===== src/rtl/end_game_if.sv =====
// Handshake bundle between the game core / keypad and the end-game sequencer.
interface end_game_if #(
   parameter int SCORE_W = 16
);
   logic               startOfFrame;
   logic               playerDead;
   logic               invadersLanded;
   logic [SCORE_W-1:0] score;
   logic               keyStart;
   logic               keyCredit;
   logic               gameEnded;
   logic               newHighScore;
   logic [SCORE_W-1:0] highScore;
   logic               creditsActive;
   logic               restartGame;

   modport master (
      output startOfFrame, playerDead, invadersLanded, score,
      output keyStart, keyCredit,
      input  gameEnded, newHighScore, highScore, creditsActive, restartGame
   );

   modport slave (
      input  startOfFrame, playerDead, invadersLanded, score,
      input  keyStart, keyCredit,
      output gameEnded, newHighScore, highScore, creditsActive, restartGame
   );
endinterface


===== src/rtl/end_game_ctrl.sv =====
// Game-end sequencer: death pause, end screen, credits view, high score
// tracking and restart pulse back to the game core.
module end_game_ctrl #(
   parameter int SCORE_W            = 16,
   parameter int DEATH_DELAY_FRAMES = 60,
   parameter int MIN_END_FRAMES     = 30,
   parameter int CREDIT_FRAMES      = 300
) (
   input logic       clk,
   input logic       reset,
   end_game_if.slave bus
);
   typedef enum logic [1:0] {PLAY, DYING, OVER, CREDITS} state_e;

   localparam logic [8:0] DEATH_N = 9'(DEATH_DELAY_FRAMES);
   localparam logic [8:0] MIN_N   = 9'(MIN_END_FRAMES);
   localparam logic [8:0] CRED_N  = 9'(CREDIT_FRAMES);

   state_e             state_q, state_d;
   logic [8:0]         cnt_q, cnt_d;
   logic [SCORE_W-1:0] final_q, final_d;
   logic [SCORE_W-1:0] high_q, high_d;
   logic               ended_q, ended_d;
   logic               nhs_q, nhs_d;
   logic               cred_q, cred_d;
   logic               rst_g_q, rst_g_d;
   logic [8:0]         cnt_inc;
   logic               keys_ok;

   assign cnt_inc = cnt_q + 9'd1;
   assign keys_ok = (cnt_q == MIN_N);

   always_comb begin
      state_d = state_q;
      cnt_d   = cnt_q;
      final_d = final_q;
      high_d  = high_q;
      ended_d = ended_q;
      nhs_d   = nhs_q;
      cred_d  = cred_q;
      rst_g_d = 1'b0;
      unique case (state_q)
         PLAY: begin
            if (bus.playerDead | bus.invadersLanded) begin
               final_d = bus.score;
               cnt_d   = '0;
               state_d = DYING;
            end
         end
         DYING: begin
            if (bus.startOfFrame) begin
               cnt_d = cnt_inc;
               if (cnt_inc == DEATH_N) begin
                  state_d = OVER;
                  cnt_d   = '0;
                  ended_d = 1'b1;
                  if (final_q > high_q) begin
                     high_d = final_q;
                     nhs_d  = 1'b1;
                  end
               end
            end
         end
         OVER: begin
            // keyStart has priority over keyCredit once keys are live
            if (keys_ok && bus.keyStart) begin
               rst_g_d = 1'b1;
               ended_d = 1'b0;
               nhs_d   = 1'b0;
               cnt_d   = '0;
               state_d = PLAY;
            end else if (keys_ok && bus.keyCredit) begin
               cred_d  = 1'b1;
               cnt_d   = '0;
               state_d = CREDITS;
            end else if (bus.startOfFrame && !keys_ok) begin
               cnt_d = cnt_inc;
            end
         end
         CREDITS: begin
            if (bus.keyCredit || (bus.startOfFrame && cnt_inc == CRED_N)) begin
               cred_d  = 1'b0;
               cnt_d   = MIN_N;
               state_d = OVER;
            end else if (bus.startOfFrame) begin
               cnt_d = cnt_inc;
            end
         end
         default: state_d = PLAY;
      endcase
   end

   always_ff @(posedge clk or posedge reset) begin
      if (reset) begin
         state_q <= PLAY;
         cnt_q   <= '0;
         final_q <= '0;
         high_q  <= '0;
         ended_q <= 1'b0;
         nhs_q   <= 1'b0;
         cred_q  <= 1'b0;
         rst_g_q <= 1'b0;
      end else begin
         state_q <= state_d;
         cnt_q   <= cnt_d;
         final_q <= final_d;
         high_q  <= high_d;
         ended_q <= ended_d;
         nhs_q   <= nhs_d;
         cred_q  <= cred_d;
         rst_g_q <= rst_g_d;
      end
   end

   assign bus.gameEnded     = ended_q;
   assign bus.newHighScore  = nhs_q;
   assign bus.highScore     = high_q;
   assign bus.creditsActive = cred_q;
   assign bus.restartGame   = rst_g_q;
endmodule


===== src/flat_wrapper.sv =====
// flat-port wrapper written by rule: the top's interface ports become plain ports
module end_game_ctrl_flat 
#(
   parameter int SCORE_W            = 16,
   parameter int DEATH_DELAY_FRAMES = 60,
   parameter int MIN_END_FRAMES     = 30,
   parameter int CREDIT_FRAMES      = 300
)
  (clk, reset, bus_startOfFrame, bus_playerDead, bus_invadersLanded, bus_score, bus_keyStart, bus_keyCredit, bus_gameEnded, bus_newHighScore, bus_highScore, bus_creditsActive, bus_restartGame);
  end_game_if #(.SCORE_W(SCORE_W)) bus_i ();
  input logic clk;
  input logic reset;
  input wire logic [$bits(bus_i.startOfFrame)-1:0] bus_startOfFrame;
  input wire logic [$bits(bus_i.playerDead)-1:0] bus_playerDead;
  input wire logic [$bits(bus_i.invadersLanded)-1:0] bus_invadersLanded;
  input wire logic [$bits(bus_i.score)-1:0] bus_score;
  input wire logic [$bits(bus_i.keyStart)-1:0] bus_keyStart;
  input wire logic [$bits(bus_i.keyCredit)-1:0] bus_keyCredit;
  output wire logic [$bits(bus_i.gameEnded)-1:0] bus_gameEnded;
  output wire logic [$bits(bus_i.newHighScore)-1:0] bus_newHighScore;
  output wire logic [$bits(bus_i.highScore)-1:0] bus_highScore;
  output wire logic [$bits(bus_i.creditsActive)-1:0] bus_creditsActive;
  output wire logic [$bits(bus_i.restartGame)-1:0] bus_restartGame;
  assign bus_i.startOfFrame = bus_startOfFrame;
  assign bus_i.playerDead = bus_playerDead;
  assign bus_i.invadersLanded = bus_invadersLanded;
  assign bus_i.score = bus_score;
  assign bus_i.keyStart = bus_keyStart;
  assign bus_i.keyCredit = bus_keyCredit;
  assign bus_gameEnded = bus_i.gameEnded;
  assign bus_newHighScore = bus_i.newHighScore;
  assign bus_highScore = bus_i.highScore;
  assign bus_creditsActive = bus_i.creditsActive;
  assign bus_restartGame = bus_i.restartGame;
  end_game_ctrl #(.SCORE_W(SCORE_W), .DEATH_DELAY_FRAMES(DEATH_DELAY_FRAMES), .MIN_END_FRAMES(MIN_END_FRAMES), .CREDIT_FRAMES(CREDIT_FRAMES)) u_core (.clk(clk), .reset(reset), .bus(bus_i));
endmodule

===== config.mk =====
export PLATFORM = sky130hd
export DESIGN_NAME = end_game_ctrl_flat
export DESIGN_NICKNAME = d
export VERILOG_FILES = /design/src/rtl/end_game_if.sv /design/src/rtl/end_game_ctrl.sv /design/src/flat_wrapper.sv
export SDC_FILE = /design/constraint.sdc
export NUM_CORES = 1
export LEC_CHECK = 0
export ABC_CLOCK_PERIOD_IN_PS = 3400
export CAP_MARGIN = 20
export CORE_UTILIZATION = 54
export CTS_CLUSTER_SIZE = 20
export DETAILED_ROUTE_END_ITERATION = 8
export HOLD_SLACK_MARGIN = 0.06
export PLACE_DENSITY_LB_ADDON = 0.08
export SLEW_MARGIN = 10
export SYNTH_ARGS = -nofsm -noshare
export SYNTH_HDL_FRONTEND = slang
export SYNTH_SLANG_ARGS = --single-unit

===== constraint.sdc =====
create_clock -name clk -period 3.4 [get_ports clk]
set_input_delay 0.34 -clock clk [delete_from_list [all_inputs] [get_ports clk]]
set_output_delay 0.34 -clock clk [all_outputs]
set_load 0.01 [all_outputs]

==> run summary, run 1 <==
Status - complete, no violations
CP Max Fanout - 15
Post-synth ARST share - 100%
Standard-cell row count - 25
I/O pin cnt - 43
HP Class - in2async
Starting Density - 57.3%
Layout cells sized above 1 - 18.9%
Post-place setup slack - 0.577 ns
Final net count - 338
Leakage - 1.44 nW
Post-synthesis sequential area ratio - 42.6%
Placed Cells - 356
Area leader, netlist - dfrtp_1
Fillers - 405
Drt total wl - 5170 µm
# DRC - 0
Die H - 73.5 µm
CP bufs+invs - 1
Final setup fails - 0
Crit path DAT - 3.09 ns
Die width - 73.5 µm
Peak supply drop - 0.000343 V
Cts hold-fix bufs - 0
Worst stage delay on the critical path - 0.48 ns
Htree depth - 2
Crit. End Element - flip-flop
Clock sinks - 47
Final hold violation count - 0
Yosys cell types - 58
Cell with the most instances after synthesis - dfrtp_1
Crit share post-route - 85.4%
Worst Setup Path Type - reg2reg
GPL Wtd Cong - 0.875
Setup TNS - 0 ns
Core ar. - 0.00482 mm²
CP max stage cell - o31a_1
Non-filler instance count after layout - 364
Synth top area share - 42.6%
Port Buffers - 42
Max Slew Vio Count - 0
Fmax - 345 MHz
First drt pass iteration count - 4
Clock-pin slew on the worst setup and hold paths - 0.09 ns
Syn Inst Count - 251
Startpoint Class - flip-flop
CTS root buf - clkbuf_8
Crit-path leading delay family - compound AO/OA/AOI/OAI gates
Worst Max-Slew Pin Slew - 0.828 ns
Pwr dens - 666 mW/mm²
Synthesized Nets - 293
Req. time, crit path - 3.59 ns
Worst slew margin - 44.5%
Overflow after GRT - 0
Layout area overhead - 20.4%
Slack of the critical path - 0.497 ns
CTS buffer count - 5
Vias in the first global route - 1880
Most used DFF post-synth - dfrtp_1
Post-CTS Resized - 0
Die ar. - 0.00540 mm²
Area contributors post-synth - dfrtp_1, mux2_2, ha_1
Tot Pwr - 2.21 mW
Syn_area_per_cell - 11.0 µm²
Via count - 2057
Post-CTS setup buffer count - 0
Largest net degree at the start of global routing - 26
Detail-routed via count per cell - 5.65
Initial antenna violation count - 0
Cell Area, Synth - 0.00276 mm²
CTS Buffer Depth - 2
Commonest cells post-synth - dfrtp_1, inv_1, mux2_2, ha_1, a21oi_1
Dpl hpwl - 3820 µm
CP Cell Sequence - inv_1, ha_1, or4b_1, nor3_1, a311o_1, o31a_1, nor2b_1, a221o_1
RSZ-0062 raised after global routing - no
Drt wl/cell - 14.2 µm
Max-capacitance violation count - 0
Fin crit period - 2.90 ns
CTS tree - built
First-pass GRT wire length - 8630 µm
Post-synth EDFFs - 0
Syn. warnings - 0
Overall routing resource usage - 21.3%
Skew-Pair Late Insertion Delay - 0.30 ns
Antenna cells - 0
Worst Clk Skew - 0.00940 ns
Iter 0 DRT Violations - 68
Yosys reg bits - 47
Final ANT Viol Nets - 0
## per-stage QoR
stage / hold WS [ns] / cell area, µm² / util, %
6_report: 0.401 / 3320 / 69.0
5_1_grt: 0.456 / 3320 / 69.0
2_1_floorplan: 0.491 / 2760 / -
4_1_cts: 0.423 / 3320 / 69.0
3_5_place_dp: 0.474 / 3230 / 67.0
3_3_place_gp: 0.474 / 3230 / 67.0
## power breakdown
group          leakage [nW]  internal (mW)  switching [mW]
registers             0.608          0.729           0.201
logic                 0.787          0.494           0.433
clock network        0.0484          0.167           0.188
## layout make-up
class	instances	area, µm²	share of cell area, %
inverter	27	101	3.05
clock buffer	7	86.3	2.60
clock inverter	1	8.76	0.264
timing repair buffer	46	450	13.6
multi-input combinational	169	1420	42.6
sequential	47	1180	35.4
tap	67	83.8	2.52
## metal layers
metal	track usage (%)	vias up	part of all wire (%)
li1	-	1003	-
met1	29.9	990	48
met2	32.1	55	45
met3	4.94	9	4.9
met4	8.12	0	1.7
met5	0	-	0
## final timing paths
| kind | from | slack, ns | end | depth (start not counted) |
|---|---|---|---|---|
| worst max-delay path | u_core.cnt_q[0] | 0.50 | u_core.cnt_q[7] | 8 |
| worst min-delay path | reset | 0.40 | u_core.bus.highScore[4] | 2 |
| worst max register to register | u_core.cnt_q[0] | 0.50 | u_core.cnt_q[7] | 8 |
| worst min register to register | u_core.bus.newHighScore | 0.49 | u_core.bus.newHighScore | 1 |
| max in group asynchronous | reset | 2.24 | u_core.final_q[15] | 3 |
| min in group clk | u_core.bus.newHighScore | 0.49 | u_core.bus.newHighScore | 1 |
## sequential cells by signal, summed over array words and instances, names as in the netlist
| signal | count |
|---|---|
| u_core.bus.creditsActive | 1 |
| u_core.bus.gameEnded | 1 |
| u_core.bus.highScore | 16 |
| u_core.bus.newHighScore | 1 |
| u_core.bus.restartGame | 1 |
| u_core.cnt_q | 9 |
| u_core.final_q | 16 |
| u_core.state_q | 2 |
## logic make-up (layout without fill, tap and decap cells)
logic type	count (synthesis)	after routing	share of synthesized area [%]
simple gates	63	63	14.3
compound gates	53	53	13.4
flops	47	47	42.6
buf+inv	35	81	6.07
mux	33	33	14.7
fa+ha+maj	19	19	8.61
xor+xnor	1	1	0.317
## cells in the final DEF, fill, tap and decap left out, types with 2 or more instances in the layout
cell / instances
o21ai_0: 7
buf_4: 4
nor3_1: 6
o21a_1: 4
a31oi_1: 2
nor4_1: 6
a21o_1: 4
o22a_1: 3
o211ai_1: 2
a211oi_1: 2
clkdlybuf4s50_1: 42
clkbuf_8: 6
mux2_2: 24
mux2_4: 9
nand4_1: 6
nor2_1: 11
dfrtp_1: 47
nand3_1: 5
a21oi_1: 13
inv_1: 26
nor2b_1: 4
nand2_1: 9
ha_1: 19
Power figures use the tool's default switching activity.
==> run 2, diff against run 1 <==
CAP_MARGIN = not set   (was 20)
==> results of run 2 <==
The final DEF is identical to that of run 1; final timing and power are the same.
